[src/rtl/banco_nos_ativos.sv]
// banco_nos_ativos: register bank with one address and one active flag per node slot.
// It waits for the manager's one-hot slot enable after an update or deactivate request.
// It then writes or clears that slot, or reports an error or a timeout.
module banco_nos_ativos #(
    parameter int NUM_NA    = 8,
    parameter int ADR_WIDTH = 5,
    parameter int TIMEOUT   = 15,
    parameter int TO_WIDTH  = 4,
    parameter int CNT_WIDTH = 4
) (
    input  logic                          clk,
    input  logic                          rst_n,
    input  logic                          atualizar_in,
    input  logic                          desativar_in,
    input  logic [ADR_WIDTH-1:0]          endereco_in,
    input  logic [NUM_NA-1:0]             habilitar_in,
    output logic [ADR_WIDTH*NUM_NA-1:0]   na_endereco_out,
    output logic [NUM_NA-1:0]             na_ativo_out,
    output logic [CNT_WIDTH-1:0]          num_ativos_out,
    output logic                          cheio_out,
    output logic                          ocupado_out,
    output logic                          concluido_out,
    output logic                          erro_out
);

    typedef enum logic [1:0] {
        ST_IDLE       = 2'd0,
        ST_ESPERA_ATU = 2'd1,
        ST_ESPERA_DES = 2'd2
    } estado_t;

    localparam logic [TO_WIDTH-1:0]  TO_MAX  = TO_WIDTH'(TIMEOUT);
    localparam logic [CNT_WIDTH-1:0] CNT_MAX = CNT_WIDTH'(NUM_NA);

    estado_t                       estado_q, estado_d;
    logic [ADR_WIDTH-1:0]          adr_reg_q, adr_reg_d;
    logic [TO_WIDTH-1:0]           cnt_to_q, cnt_to_d;
    logic [ADR_WIDTH*NUM_NA-1:0]   na_end_q, na_end_d;
    logic [NUM_NA-1:0]             na_ativo_q, na_ativo_d;
    logic [CNT_WIDTH-1:0]          num_ativos_q, num_ativos_d;
    logic                          ocupado_q, ocupado_d;
    logic                          concluido_q, concluido_d;
    logic                          erro_q, erro_d;

    logic                          slot_ativo;
    logic                          slot_igual;

    // Look up the slot selected by the enable (meaningful only when it is one-hot)
    always_comb begin
        slot_ativo = 1'b0;
        slot_igual = 1'b0;
        for (int i = 0; i < NUM_NA; i++) begin
            if (habilitar_in[i]) begin
                slot_ativo = na_ativo_q[i];
                slot_igual = (na_end_q[ADR_WIDTH*i +: ADR_WIDTH] == adr_reg_q);
            end
        end
    end

    // Request FSM plus slot-bank next state; pulses default low every cycle
    always_comb begin
        estado_d     = estado_q;
        adr_reg_d    = adr_reg_q;
        cnt_to_d     = cnt_to_q;
        na_end_d     = na_end_q;
        na_ativo_d   = na_ativo_q;
        num_ativos_d = num_ativos_q;
        concluido_d  = 1'b0;
        erro_d       = 1'b0;

        if (estado_q == ST_IDLE) begin
            // Deactivation wins when both requests arrive together
            if (desativar_in || atualizar_in) begin
                estado_d  = desativar_in ? ST_ESPERA_DES : ST_ESPERA_ATU;
                adr_reg_d = endereco_in;
                cnt_to_d  = '0;
            end
        end else if (estado_q == ST_ESPERA_ATU || estado_q == ST_ESPERA_DES) begin
            if (habilitar_in == '0) begin
                if (cnt_to_q == TO_MAX) begin
                    estado_d = ST_IDLE;
                    erro_d   = 1'b1;
                    cnt_to_d = '0;
                end else begin
                    cnt_to_d = cnt_to_q + TO_WIDTH'(1);
                end
            end else begin
                estado_d = ST_IDLE;
                if (!$onehot(habilitar_in)) begin
                    erro_d = 1'b1;
                end else if (estado_q == ST_ESPERA_ATU) begin
                    if (!slot_ativo) begin
                        for (int i = 0; i < NUM_NA; i++) begin
                            if (habilitar_in[i]) begin
                                na_end_d[ADR_WIDTH*i +: ADR_WIDTH] = adr_reg_q;
                            end
                        end
                        na_ativo_d = na_ativo_q | habilitar_in;
                        if (num_ativos_q != CNT_MAX) begin
                            num_ativos_d = num_ativos_q + CNT_WIDTH'(1);
                        end
                        concluido_d = 1'b1;
                    end else if (slot_igual) begin
                        // Manager hit: the node is already registered in this slot
                        concluido_d = 1'b1;
                    end else begin
                        erro_d = 1'b1;
                    end
                end else begin
                    if (slot_ativo && slot_igual) begin
                        // The address field is kept; only the active flag is cleared
                        na_ativo_d = na_ativo_q & ~habilitar_in;
                        if (num_ativos_q != '0) begin
                            num_ativos_d = num_ativos_q - CNT_WIDTH'(1);
                        end
                        concluido_d = 1'b1;
                    end else begin
                        erro_d = 1'b1;
                    end
                end
            end
        end else begin
            estado_d = ST_IDLE;
        end

        ocupado_d = (estado_d != ST_IDLE);
    end

    // State and bank registers; asynchronous reset clears everything, including pending requests
    always_ff @(posedge clk or negedge rst_n) begin
        if (!rst_n) begin
            estado_q     <= ST_IDLE;
            adr_reg_q    <= '0;
            cnt_to_q     <= '0;
            na_end_q     <= '0;
            na_ativo_q   <= '0;
            num_ativos_q <= '0;
            ocupado_q    <= 1'b0;
            concluido_q  <= 1'b0;
            erro_q       <= 1'b0;
        end else begin
            estado_q     <= estado_d;
            adr_reg_q    <= adr_reg_d;
            cnt_to_q     <= cnt_to_d;
            na_end_q     <= na_end_d;
            na_ativo_q   <= na_ativo_d;
            num_ativos_q <= num_ativos_d;
            ocupado_q    <= ocupado_d;
            concluido_q  <= concluido_d;
            erro_q       <= erro_d;
        end
    end

    assign na_endereco_out = na_end_q;
    assign na_ativo_out    = na_ativo_q;
    assign num_ativos_out  = num_ativos_q;
    assign cheio_out       = &na_ativo_q;
    assign ocupado_out     = ocupado_q;
    assign concluido_out   = concluido_q;
    assign erro_out        = erro_q;

endmodule

[config.mk]
export PLATFORM = sky130hd
export DESIGN_NAME = banco_nos_ativos
export DESIGN_NICKNAME = d
export VERILOG_FILES = /design/src/rtl/banco_nos_ativos.sv
export SDC_FILE = /design/constraint.sdc
export NUM_CORES = 1
export LEC_CHECK = 0
export ABC_AREA = 1
export CAP_MARGIN = 20
export CORE_MARGIN = 10
export CORE_UTILIZATION = 50
export DETAILED_ROUTE_END_ITERATION = 12
export PLACE_DENSITY_LB_ADDON = 0.1
export SLEW_MARGIN = 20
export SYNTH_ARGS = -nofsm -noshare
export SYNTH_HDL_FRONTEND = slang
export SYNTH_SLANG_ARGS = --single-unit
[constraint.sdc]
create_clock -name clk -period 4.55 [get_ports clk]
set_input_delay 0.91 -clock clk [delete_from_list [all_inputs] [get_ports clk]]
set_output_delay 0.91 -clock clk [all_outputs]
set_load 0.02 [all_outputs]
==> metrics.md <==
| Metric | Value |
|---|---|
| IO Pins | `73` |
| Core area | `7370 um2` |
| Post-Route Utilization | `71.6%` |
| Placed instance area | `4720 um2` |
| Ant diodes | `0` |
| Internal Power | `1.70 mW` |
| Routed WL | `11800 um` |
| Critical path data required time | `4.78 ns` |
| Post-route clock period utilization | `96.2%` |
| Residual DRC | `0` |
| Async set-reset flop share out of synthesis | `100%` |
| Slew headroom | `33.0%` |
| Final setup violation count | `0` |
| Clock tree sinks | `66` |
| CP endpoint kind | `register` |
| Fin cells | `694` |
| Sequential power share | `33.7%` |
| Placed Instances | `667` |
| Status | `completed` |
| Slew @ Worst Pin | `1.00 ns` |
| Net Sw Frac | `37.7%` |
| Fin Clk Skew | `0.0152 ns` |
| Hold Crit Class | `register to register` |
| Crit path arrival time | `4.61 ns` |
| Layout cell share with drive strength beyond 1 | `13.6%` |
| Row Count | `31` |
| Root buffer cell | `clkbuf_8` |
| IO Port Bufs | `72` |
| Global-route wire length before repair | `19000 um` |
| Combinational Power Share | `37.8%` |
| Fin. Hold Viols | `0` |
| Post-synthesis cell type count | `31` |
| CTS tree | `done` |
| Sw power | `1.03 mW` |
| Clock-pin slew on the worst setup and hold paths | `0.08 ns` |
| Min cycle time layout | `4.38 ns` |
| Via Count | `3831` |
| Design Area, Final | `5280 um2` |
| Die area | `11600 um2` |
| Initial DRC count | `220` |
| Pwr per Cell Area | `518 nW/um2` |
| Clk pwr share | `28.5%` |
| Clock Path Buffers | `2` |
| Mapped cell area | `3860 um2` |
| Largest net degree at the start of global routing | `40` |
| CTS Buf Count | `9` |
| Sequential area share after synthesis | `42.8%` |
| P&R area growth vs syn | `36.6%` |
| Top_reg_cell synth | `dfrtp_1` |
| DP HPWL | `7680 um` |
| Flops & latches, synth | `66` |
| Max FO, Critical Path | `6` |
| Syn_area_per_cell | `7.72 um2` |
| Routed length per instance | `17.0 um` |
| Final nets | `622` |
| Synth warn | `0` |
| Ranking of synthesized cells by area | `dfrtp_1, nand2_1, o21ai_0` |
| Leakage | `2.39 nW` |
| Pins Over Slew Limit | `0` |
| RSZ-0062 raised after global routing | `false` |
| Starting Density | `52.4%` |
| Global route total overflow | `0` |
| Total of max-cap violations | `0` |
| Startpoint types | `input port` |
| Number of synthesized flops with an enable pin | `0` |
| Antenna violations before repair | `0` |
| Leading area contributor after synthesis | `dfrtp_1` |
| Clk Latency, worst-skew pair | `0.36 ns` |
| ANT nets after route | `0` |
| GPL Wtd Cong | `0.881` |
| Die Y | `108 um` |
| Detailed Routing Iterations Pass 1 | `5` |
| Fmax achieved | `0.229 GHz` |
| Die Width | `108 um` |
| GR Util All Layers | `20.5%` |
| Vias in the first global route | `3858` |
| Area share of the largest cell type after synthesis | `42.8%` |
| H-tree levels | `3` |
| Post-synthesis cell count | `500` |
| Avg Vias per Cell | `5.52` |
| Maximum vdd ir drop | `346 uV` |
| Net Count, Synth | `532` |
| CP Class | `input port to register` |
==> power by group through the flow <==
stage	sequential, mW	clock, mW	combinational (mW)
2_1_floorplan	0.999	0	0.493
3_3_place_gp	0.916	0	0.963
3_5_place_dp	0.921	0	0.988
4_1_cts	0.912	0.775	1.02
5_1_grt	0.944	0.809	1.14
6_report	0.920	0.778	1.03
==> critical path: stages <==
cell	delay, ns
clkbuf_2	0.10
inv_2	0.04
fa_1	0.56
fa_1	0.44
fa_1	0.44
inv_1	0.07
ha_1	0.16
inv_2	0.06
fa_2	0.55
nand2_1	0.08
a2111oi_4	0.38
nand2_2	0.10
nor2_4	0.13
buf_12	0.14
buf_16	0.14
nand3_4	0.12
nand2_2	0.12
o21ai_0	0.07
==> placed cells by master, fill, tap and decap left out, types with 10 or more instances in the layout <==
master,n
clkdlybuf4s50_1,68
o21ai_0,29
dfrtp_1,66
nand2_1,155
nand4_1,19
buf_4,14
ha_1,10
a21oi_1,15
o21ai_1,20
nor2_1,35
nand3_1,22
inv_1,45
==> logic make-up after synthesis <==
logic type	share of synthesized area, %
AO/OA/AOI/OAI	10.6
XOR/XNOR	3.40
adder cells (fa/ha/maj)	5.83
buffers and inverters	8.29
flip-flops	42.8
AND/OR/NAND/NOR	29.1
==> path summary, 6_finish.rpt <==
kind	endpoint	depth (start not counted)	from	slack [ns]
setup / recovery	na_endereco_out[25]	18	habilitar_in[0]	0.17
hold / removal	cnt_to_q[1]	2	cnt_to_q[1]	0.53
setup reg to reg	register	17	adr_reg_q[1]	2.13
hold reg to reg	cnt_to_q[1]	2	cnt_to_q[1]	0.53
max in group asynchronous	cnt_to_q[0]	2	rst_n	3.00
min in group asynchronous	na_endereco_out[3]	1	rst_n	0.58
==> routing by layer <==
layer / up-vias / track usage (%) / part of all wire [%]
met4: 0 / 10.0 / 2.4
met3: 27 / 5.27 / 7.4
li1: 1815 / - / -
met5: - / 0 / 0
met1: 1845 / 24.5 / 41
met2: 144 / 33.6 / 49
==> synth_stat cells, types with 6 or more instances <==
library cell    n
nand2_1       160
dfrtp_1        66
inv_1          48
o21ai_0        37
nor2_1         36
nand3_1        22
nand4_1        19
a21oi_1        15
o21ai_1        12
buf_2          10
ha_1           10
xor2_1          9
nand3_2         8
inv_2           6
xnor2_1         6
==> layout make-up <==
cell class / instances / area, um2
repair buffers: 91 / 921
flip-flops and latches: 66 / 1650
inverters: 54 / 203
fillers: 575 / 2090
well taps: 99 / 124
multi-input cells: 368 / 2070
clock inverters: 7 / 189
clock buffers: 9 / 124
==> through the flow <==
step	worst slack (ns)	hold WS [ns]	total power, mW	TNS (ns)
after floorplan	0.116	0.475	1.49	0
after global placement	-0.404	0.494	1.88	-17.60
after detailed placement	-0.490	0.508	1.91	-21.51
after CTS	0.0213	0.529	2.71	0
after global routing	0.00623	0.552	2.89	0
final	0.175	0.529	2.73	0
==> timing repair <==
| item | in CTS | in global routing |
|---|---|---|
| cloned | 7 | 2 |
| hold endpoints to repair | 0 | 0 |
| pin swaps | 8 | 6 |
| setup endpoints to repair | 45 | 52 |
| hold buffers | 0 | 0 |
| buffers inserted | 2 | 0 |
| gates resized for setup | 22 | 18 |
Power figures use the tool's default switching activity.
